===== src/rtl/spi_byte_master.sv =====
// SPI mode-0 (CPOL=0, CPHA=0) master: one full-duplex WIDTH-bit transfer per start pulse.
// Optional macro SPI_LSB_FIRST_EN: send tx_data[0] first and land the first received bit in rx_data[0].
module spi_byte_master #(
  parameter int WIDTH   = 8,
  parameter int CLK_DIV = 4
) (
  input  logic             clock,
  input  logic             reset,
  input  logic             start,
  input  logic [WIDTH-1:0] tx_data,
  output logic [WIDTH-1:0] rx_data,
  output logic             busy,
  output logic             done,
  output logic             sclk,
  output logic             mosi,
  input  logic             miso,
  output logic             cs_n,
  output logic [1:0]       state_dbg
);

  // Handshake: start is a one-cycle request taken only while idle (busy=0); it is
  // never queued. done pulses for exactly one cycle per completed transfer, in the
  // same cycle rx_data takes the new word and busy drops.

  localparam int CNT_W = (CLK_DIV > 1) ? $clog2(CLK_DIV) : 1;
  localparam int BIT_W = $clog2(WIDTH + 1);
  localparam logic [CNT_W-1:0] CNT_MAX  = CNT_W'(CLK_DIV - 1);
  localparam logic [BIT_W-1:0] BIT_ALL  = BIT_W'(WIDTH);
  localparam logic [BIT_W-1:0] BIT_LAST = BIT_W'(WIDTH - 1);

  typedef enum logic [1:0] {IDLE = 2'd0, SETUP = 2'd1, XFER = 2'd2, HOLD = 2'd3} state_e;

  state_e           state_q, state_d;
  logic [CNT_W-1:0] div_cnt_q, div_cnt_d;
  logic [BIT_W-1:0] bit_cnt_q, bit_cnt_d;
  logic [WIDTH-1:0] tx_sr_q, tx_sr_d;
  logic [WIDTH-1:0] rx_sr_q, rx_sr_d;
  logic [WIDTH-1:0] rx_data_q, rx_data_d;
  logic             sclk_q, sclk_d;
  logic             done_q, done_d;
  logic             tick;
  logic             all_bits;

`ifdef SPI_LSB_FIRST_EN
  assign mosi = tx_sr_q[0];

  function automatic logic [WIDTH-1:0] tx_shift(input logic [WIDTH-1:0] v);
    return {1'b0, v[WIDTH-1:1]};
  endfunction

  function automatic logic [WIDTH-1:0] rx_shift(input logic [WIDTH-1:0] v, input logic b);
    return {b, v[WIDTH-1:1]};
  endfunction
`else
  assign mosi = tx_sr_q[WIDTH-1];

  function automatic logic [WIDTH-1:0] tx_shift(input logic [WIDTH-1:0] v);
    return {v[WIDTH-2:0], 1'b0};
  endfunction

  function automatic logic [WIDTH-1:0] rx_shift(input logic [WIDTH-1:0] v, input logic b);
    return {v[WIDTH-2:0], b};
  endfunction
`endif

  assign tick     = (div_cnt_q == CNT_MAX);
  // After the last falling edge, the low half-period still belongs to XFER.
  assign all_bits = (bit_cnt_q == BIT_ALL);

  always_ff @(posedge clock) begin
    if (reset) begin
      state_q <= IDLE;
    end else begin
      state_q <= state_d;
    end
  end

  always_comb begin
    state_d = state_q;
    case (state_q)
      IDLE:    if (start) state_d = SETUP;
      SETUP:   if (tick) state_d = XFER;
      XFER:    if (tick && !sclk_q && all_bits) state_d = HOLD;
      HOLD:    if (tick) state_d = IDLE;
      default: state_d = IDLE;
    endcase
  end

  always_comb begin
    div_cnt_d = div_cnt_q;
    bit_cnt_d = bit_cnt_q;
    tx_sr_d   = tx_sr_q;
    rx_sr_d   = rx_sr_q;
    rx_data_d = rx_data_q;
    sclk_d    = sclk_q;
    done_d    = 1'b0;
    if (state_q != IDLE) begin
      div_cnt_d = tick ? '0 : div_cnt_q + 1'b1;
    end
    case (state_q)
      IDLE: begin
        div_cnt_d = '0;
        if (start) begin
          tx_sr_d   = tx_data;
          rx_sr_d   = '0;
          bit_cnt_d = '0;
          sclk_d    = 1'b0;
        end
      end
      SETUP: begin
        if (tick) begin
          sclk_d  = 1'b1;
          rx_sr_d = rx_shift(rx_sr_q, miso);
        end
      end
      XFER: begin
        if (tick) begin
          if (sclk_q) begin
            sclk_d    = 1'b0;
            bit_cnt_d = bit_cnt_q + 1'b1;
            if (bit_cnt_q != BIT_LAST) tx_sr_d = tx_shift(tx_sr_q);
          end else if (!all_bits) begin
            sclk_d  = 1'b1;
            rx_sr_d = rx_shift(rx_sr_q, miso);
          end
        end
      end
      HOLD: begin
        if (tick) begin
          done_d    = 1'b1;
          rx_data_d = rx_sr_q;
          tx_sr_d   = '0;
        end
      end
      default: begin
        sclk_d = 1'b0;
      end
    endcase
  end

  always_ff @(posedge clock) begin
    if (reset) begin
      div_cnt_q <= '0;
      bit_cnt_q <= '0;
      tx_sr_q   <= '0;
      rx_sr_q   <= '0;
      rx_data_q <= '0;
      sclk_q    <= 1'b0;
      done_q    <= 1'b0;
    end else begin
      div_cnt_q <= div_cnt_d;
      bit_cnt_q <= bit_cnt_d;
      tx_sr_q   <= tx_sr_d;
      rx_sr_q   <= rx_sr_d;
      rx_data_q <= rx_data_d;
      sclk_q    <= sclk_d;
      done_q    <= done_d;
    end
  end

  assign busy      = (state_q != IDLE);
  assign cs_n      = (state_q == IDLE);
  assign sclk      = sclk_q;
  assign done      = done_q;
  assign rx_data   = rx_data_q;
  assign state_dbg = state_q;

endmodule


===== config.mk =====
export PLATFORM = sky130hd
export DESIGN_NAME = spi_byte_master
export DESIGN_NICKNAME = d
export VERILOG_FILES = /design/src/rtl/spi_byte_master.sv
export SDC_FILE = /design/constraint.sdc
export NUM_CORES = 1
export LEC_CHECK = 0
export CAP_MARGIN = 20
export CORE_MARGIN = 2
export CORE_UTILIZATION = 40
export CTS_BUF_LIST = sky130_fd_sc_hd__clkbuf_2 sky130_fd_sc_hd__clkbuf_4 sky130_fd_sc_hd__clkbuf_8
export CTS_CLUSTER_DIAMETER = 120
export CTS_CLUSTER_SIZE = 14
export DETAILED_ROUTE_END_ITERATION = 10
export PLACE_DENSITY = 0.64
export SETUP_SLACK_MARGIN = 0.02
export SLEW_MARGIN = 5
export SYNTH_ARGS = -nofsm -noshare
export SYNTH_HDL_FRONTEND = slang
export SYNTH_SLANG_ARGS = --single-unit

===== constraint.sdc =====
create_clock -name clock -period 1.7 [get_ports clock]
set_input_delay 0.425 -clock clock [delete_from_list [all_inputs] [get_ports clock]]
set_output_delay 0.425 -clock clock [all_outputs]
set_load 0.02 [all_outputs]

==> results of run 1 <==
## cells by family (layout without fill, tap and decap cells)
| group | count (synthesis) | count (layout) | share of synthesized area (%) |
|---|---|---|---|
| buf+inv | 21 | 72 | 5.900 |
| mux | 1 | 1 | 0.6896 |
| fa+ha+maj | 8 | 8 | 6.131 |
| simple gates | 68 | 69 | 22.99 |
| compound gates | 56 | 56 | 21.53 |
| flops | 34 | 34 | 41.69 |
| xor+xnor | 2 | 2 | 1.073 |
## metrics by stage
stage / hold slack, ps / util (%) / std cells / power [mW]
final: 460.6 / 63.93 / 292 / 4.883
after global routing: 486.4 / 63.93 / 292 / 5.145
after CTS: 444.4 / 58.60 / 282 / 4.216
after detailed placement: 430.0 / 53.09 / 273 / 3.084
after global placement: 413.7 / 53.09 / 273 / 3.000
after floorplan: 407.2 / - / 190 / 2.455
## final timing paths
kind,from,end,slack [ps],cells past startpoint
max,state_dbg[0],tx_sr_q[5],30,8
min,rx_data[6],rx_data[6],460,2
min reg2reg,rx_data[6],rx_data[6],460,2
max reg2reg,state_dbg[0],tx_sr_q[5],30,8
## critical path, stage by stage (launching register included)
cell       delay, ps
dfxtp_4          390
inv_4             60
ha_4             170
buf_8            130
nand4b_1         150
o221ai_4         200
buf_4            200
a2111oi_4        190
nor3_1            80
## routing by layer
metal	up-vias	GRT usage, %	share of wire (%)
met5	-	0	0
met4	0	6.000	0.45
met3	2	3.454	2.6
met2	23	36.76	53
met1	766	23.56	44
li1	808	-	-
## power breakdown
| group | switching (mW) | internal [mW] | total (mW) | leakage [nW] |
|---|---|---|---|---|
| clock | 0.319 | 0.588 | 0.907 | 0.0683 |
| combinational | 1.45 | 1.42 | 2.87 | 0.708 |
| sequential | 0.162 | 0.944 | 1.11 | 0.278 |
## synthesized netlist by cell type, types with 2 or more instances
| cell type | count | area, um^2 |
|---|---|---|
| a2111oi_1 | 6 | 60.06 |
| a21oi_1 | 27 | 135.1 |
| and3_1 | 8 | 50.05 |
| buf_2 | 2 | 10.01 |
| buf_6 | 2 | 22.52 |
| clkbuf_1 | 8 | 30.03 |
| dfxtp_1 | 34 | 680.7 |
| ha_1 | 8 | 100.1 |
| inv_1 | 9 | 33.78 |
| nand2_1 | 11 | 41.29 |
| nand2b_1 | 2 | 12.51 |
| nand3_1 | 12 | 60.06 |
| nand4_1 | 8 | 50.05 |
| nor2_1 | 7 | 26.28 |
| nor3_1 | 8 | 40.04 |
| nor4_1 | 2 | 12.51 |
| o21ai_0 | 6 | 30.03 |
| o21ai_1 | 7 | 35.03 |
| xnor2_1 | 2 | 17.52 |
## timing repair
action                                  4_1_cts  5_1_grt
endpoints found under the setup margin       14       28
setup buffers                                 1        8
gates resized for setup                      18       26
cloned                                        0        2
pin swaps                                     3       16
## final cells by class
cell class              count  area (um^2)  share of cell area, %
multi-input cells         136         1081                  42.58
clock inverters             3        68.82                  2.711
flip-flops and latches     34        688.2                  27.11
well taps                  50        62.56                  2.464
clock buffers               5        68.82                  2.711
inverters                   9        38.79                  1.528
repair buffers             55        530.5                  20.90
## state kept, by name, summed over array words and instances, names as in the netlist
| name | count |
|---|---|
| sclk | 1 |
| rx_data | 8 |
| tx_sr_q | 8 |
| state_dbg | 2 |
| rx_sr_q | 8 |
| bit_cnt_q | 4 |
| done | 1 |
| div_cnt_q | 2 |
==> out/qor.yml, run 1 <==
outcome: "completed"
drt_pass1_iterations: 4
num-nets-final: 261
worst_slew_margin_rel_pct: 73.29
cap_violations: 0
rsz0062_at_grt: "true"
remaining_drc_errors: 0
chipWidth_um: 67.89
netlist-cell-type-count: 40
chipHeight_um: 67.89
start_util_pct: 41.12
globalRoute.totalOverflow: 0
final_wtd_congestion: 0.8020
final-setup-viol-count: 0
io-pin-count: 27
cts_tree: "built"
route.detailed.wl_per_inst_um: 16.04
reg_clk_slew_reported_paths_ps: 80
timing.hold.worst.class: "register to register"
yosys_register_bits: 34
critPathMaxFanout: 6
worst_ir_drop_vdd_v: 0.001082
syn_area_mm2: 0.001633
syn_nets: 210
async_flop_share_pct: 0
timing.setup.critical_path_class: "register to register"
postLayoutCellArea_mm2: 0.002539
timing.critical_path.to_type: "register"
cts_buffers: 5
pre_cts_slack_ps: -344.8
final.min_clock_period_ps: 1670
final_max_slew_violation_count: 0
crit_path_required_time_ps: 1870
antennaDiodeCount: 0
post_synth_inst_count: 190
worst_slew_pin_slew_ps: 390.5
grt_antenna_before_repair: 0
cts_sinks: 34
postSynthAreaPerCell_um2: 8.594
mostFrequentLayoutCells: "dfxtp_1 (32), a21oi_1 (26), buf_4 (25), clkdlybuf4s50_1 (13)"
yosysWarnings: 0
final_hold_viol_count: 0
cp.arrival_ps: 1840
hpwlAfterDp_mm: 3.144
ys.flop_type: "dfxtp_1"
h_tree_level_count: 2
final_clock_period_utilization_by_the_worst_path_pct: 98.24
fillers: 313
rows: 23
max_freq_mhz: 598.8
final_ws_setup_ps: 29.87
placement.io_buffers: 26
vias: 1599
core_box_area_mm2: 0.003971
fraction_of_final_layout_cells_sized_beyond_drive_strength_1_pct: 27.69
grt_use_total_pct: 19.98
worst_skew_pair.late_latency_ps: 280
total_detailed_routing_wirelength_mm: 4.684
crit_path_start_kind: "register"
die_area_mm2: 0.004609
mostFrequentLayoutCell: "dfxtp_1"
synth-edff-count: 0
area_growth_from_synthesis_to_layout_pct: 55.48
detail_route.iter0.violations: 77
cts.path.max_buffers: 2
timing.clock.skew_ps: 2.351
clock_tree.root_cell: "clkbuf_8"
post_dp_cell_area_mm2: 0.002108
largest_net_degree_at_the_start_of_global_routing: 20
p_per_area_mw_per_mm2: 1923
grt_pass1_vias: 1534
synth.yosys.seq_area_share_pct: 41.69
setup_tns_final_ps: 0
avgViaCountPerCell: 5.476
grt_first_pass_wirelength_mm: 6.962
cts_hold_buf: 0
antenna_left: 0
total_leakage_power_nw: 1.054
Note: power is estimated with default switching activity, not from simulation.
==> run 2, diff against run 1 <==
- ABC_AREA: not set -> 1
- CAP_MARGIN: 20 -> 10
- PLACE_DENSITY: 0.64 -> 0.63
==> run 2 against run 1 <==
Compared with the run above: first-iteration DRC count rose by 14%; sequential share of layout area is 0.88 points higher; final cell count up 20%; sequential cell count unchanged; routed wire length decreased by 17%; highest routed layer unchanged; hold slack got worse by 24 ps; critical path depth decreased by 7; non-clock buffer count shrank 11; synthesized cell count rose by 33%; maximum frequency up 1.4%; combinational power fell by 22%; power is 13% lower; largest cell class unchanged; largest power group unchanged.
==> out/qor.yml, run 2 <==
outcome: "completed"
total_leakage_power_nw: 1.161  # +10%
rows: 24  # +4.3%
timing.reg2reg.worst_path_depth: 11  # +3
vias: 1656  # +3.6%
ys.flop_type: "dfxtp_1"
timing.hold.worst.class: "register to register"
worst_slew_margin_rel_pct: 78.03  # +4.7 points
crit_path_start_kind: "register"
start_util_pct: 42.01  # +0.89 points
grt_use_total_pct: 16.50  # -3.5 points
cts.path.max_buffers: 2  # unchanged
critical_path.reg2reg.endpoint: "bit_cnt_q[3]"
rsz0062_at_grt: "false"
cp_top_family: "buffers and inverters"
cap_violations: 0  # unchanged
core_box_area_mm2: 0.004384  # +10%
synth_largest_type_area_fraction_pct: 36.96  # -4.7 points
final_core_util_pct: 55.68  # -8.2 points
critPathLaunch: "rx_data[1]"
remaining_drc_errors: 0  # unchanged
async_flop_share_pct: 0  # unchanged
syn_nets: 273  # +30%
total_detailed_routing_wirelength_mm: 3.904  # -17%
num-nets-final: 316  # +21%
crit-reg2reg-launch: "state_dbg[0]"
synth.yosys.seq_area_share_pct: 36.96  # -4.7 points
grt_pass1_vias: 1520  # -0.91%
fraction_of_final_layout_cells_sized_beyond_drive_strength_1_pct: 21.21  # -6.5 points
chipWidth_um: 71.86  # +5.8%
cts_tree: "built"
final_wtd_congestion: 0.8367  # +4.3%
antenna_left: 0  # unchanged
timing.critical_path.to_type: "output pin"
crit_path_required_time_ps: 1270  # -600 ps
chipHeight_um: 71.86  # +5.8%
cts_sinks: 34  # unchanged
worstHoldEndpoint: "div_cnt_q[0]"
final_clock_period_utilization_by_the_worst_path_pct: 96.86  # -1.4 points
synth-edff-count: 0  # unchanged
h_tree_level_count: 2  # unchanged
worst_slew_pin_slew_ps: 328.4  # -62.13 ps
grt_antenna_before_repair: 0  # unchanged
yosysWarnings: 0  # unchanged
grt_first_pass_wirelength_mm: 6.727  # -3.4%
post_synth_inst_count: 253  # +33%
cts_hold_buf: 0  # unchanged
cts_buffers: 5  # unchanged
mostFrequentLayoutCell: "nand2_1"
clock_tree.root_cell: "clkbuf_8"
die_area_mm2: 0.005163  # +12%
yosys_register_bits: 34  # unchanged
antennaDiodeCount: 0  # unchanged
holdPathStages: 1  # -1
p_per_area_mw_per_mm2: 1740  # -9.5%
drt_pass1_iterations: 4  # unchanged
synth_most_common_cell: "nand2_1"
final_max_slew_violation_count: 0  # unchanged
synth_common_cells: "nand2_1 (59), nor2_1 (44), dfxtp_1 (34), nand3_1 (20), inv_1 (19)"
power_mw: 4.248  # -13%
max_freq_mhz: 607.3  # +1.4%
avgViaCountPerCell: 4.745  # -13%
timing.setup.critical_path_class: "register to output pin"
route.detailed.wl_per_inst_um: 11.19  # -30%
hpwlAfterDp_mm: 2.707  # -14%
final.min_clock_period_ps: 1647  # -23.44 ps
placement.io_buffers: 26  # unchanged
reg_clk_slew_reported_paths_ps: 70  # about the same
worst_hold_slack_ps: 436.4  # -24.27 ps
mostFrequentLayoutCells: "nand2_1 (59), nor2_1 (43), dfxtp_1 (32), nand3_1 (20), inv_1 (18)"
area_growth_from_synthesis_to_layout_pct: 32.54
critPathMaxFanout: 2  # -4
ff2ff_setup_slack_ps: 150  # +120 ps
hold_path.startpoint: "div_cnt_q[0]"
crit_path_cell_trace: "clkdlybuf4s50_1"
worst_skew_pair.late_latency_ps: 280  # about the same
largest_net_degree_at_the_start_of_global_routing: 27  # +35%
timing.clock.skew_ps: 1.405  # -0.9457 ps
io-pin-count: 27  # unchanged
final-setup-viol-count: 0  # unchanged
critPathSlowestCell: "clkdlybuf4s50_1"
worst_path_largest_cell_delay_ps: 600  # +210 ps
syn_area_mm2: 0.001842  # +13%
yosys-top-cells-area: "dfxtp_1 (37%), nand2_1 (12%), nor2_1 (9.0%), a21oi_2 (5.7%), ha_1 (5.4%)"
yosys.area.top_type: "dfxtp_1"
postSynthAreaPerCell_um2: 7.280  # -15%
buf_inv_on_cp: 1  # -2
globalRoute.totalOverflow: 0  # unchanged
cp.arrival_ps: 1220  # -620 ps
netlist-cell-type-count: 25  # -38%
detail_route.iter0.violations: 88  # +14%
worst_ir_drop_vdd_v: 0.001007  # -6.9%
final_hold_viol_count: 0  # unchanged
-- run 2: cell count changes in the layout (fill, tap and decap cells not counted), sizes merged, moves of 5 or more --
cell | previous run | this run
a21oi | 27 | 22
nand3 | 12 | 22
and3 | 8 | 0
a21boi | 1 | 7
nand4 | 8 | 2
nor2 | 7 | 50
inv | 9 | 21
nand2 | 11 | 67
a2111oi | 8 | 0
buf | 28 | 18
nor3 | 9 | 1
-- run 2: where the power goes --
group          switching [mW]  internal (mW)  leakage, nW
Clock                   0.300          0.625       0.0714
Sequential              0.124          0.972        0.279
Combinational            1.23          0.999        0.811
Total                    1.65           2.60         1.16
-- run 2: worst max path at each step --
stage                             to  cells after the start
final                     rx_data[1]                      1
after floorplan           rx_sr_q[1]                      9
after CTS                 tx_sr_q[1]                      9
after detailed placement  tx_sr_q[6]                      8
after global placement    tx_sr_q[0]                      8
after global routing      rx_data[2]                      1
-- run 2: logic make-up (layout without fill, tap and decap cells) --
group / count (synthesis) / in the layout / share of synthesized area [%]
AO/OA/AOI/OAI: 39 / 39 / 13.99
flip-flops: 34 / 34 / 36.96
AND/OR/NAND/NOR: 141 / 142 / 34.44
buffers and inverters: 31 / 74 / 9.171
adder cells (fa/ha/maj): 8 / 8 / 5.435
-- run 2: cell type report --
type                    instances  area [um^2]
flip-flops and latches         34        683.2
multi-input cells             189         1026
clock buffers                   6        82.58
inverters                      22        82.58
well taps                      52        65.06
clock inverters                 2        60.06
repair buffers                 44        441.7
fillers                       417         1943
-- run 2: per-layer routing --
metal / part of all wire, % / vias to the layer above / wire (um) / GRT usage (%)
li1: - / 893 / - / -
met1: 53 / 725 / 2063 / 23.02
met2: 41 / 31 / 1605 / 23.56
met3: 4.0 / 7 / 157 / 4.079
met4: 1.9 / 0 / 76 / 8.386
met5: 0 / - / 0 / 0
-- run 2: timing repair --
action | in CTS | in global routing
gates cloned | 0 | 1
buffers inserted | 4 | 0
pin swaps | 2 | 1
resized for setup | 10 | 10
setup endpoints to repair | 14 | 22
-- run 2: through the flow --
| stage | worst slack, ps | setup TNS [ps] | cell area [um^2] | std cells |
|---|---|---|---|---|
| after floorplan | 52.33 | 0 | 1844 | 253 |
| final | 53.31 | 0 | 2441 | 349 |
| after global routing | 10.10 | 0 | 2441 | 349 |
| after global placement | -71.07 | -493.7 | 2213 | 336 |
| after detailed placement | -95.93 | -717.9 | 2213 | 336 |
| after CTS | 26.35 | 0 | 2397 | 348 |
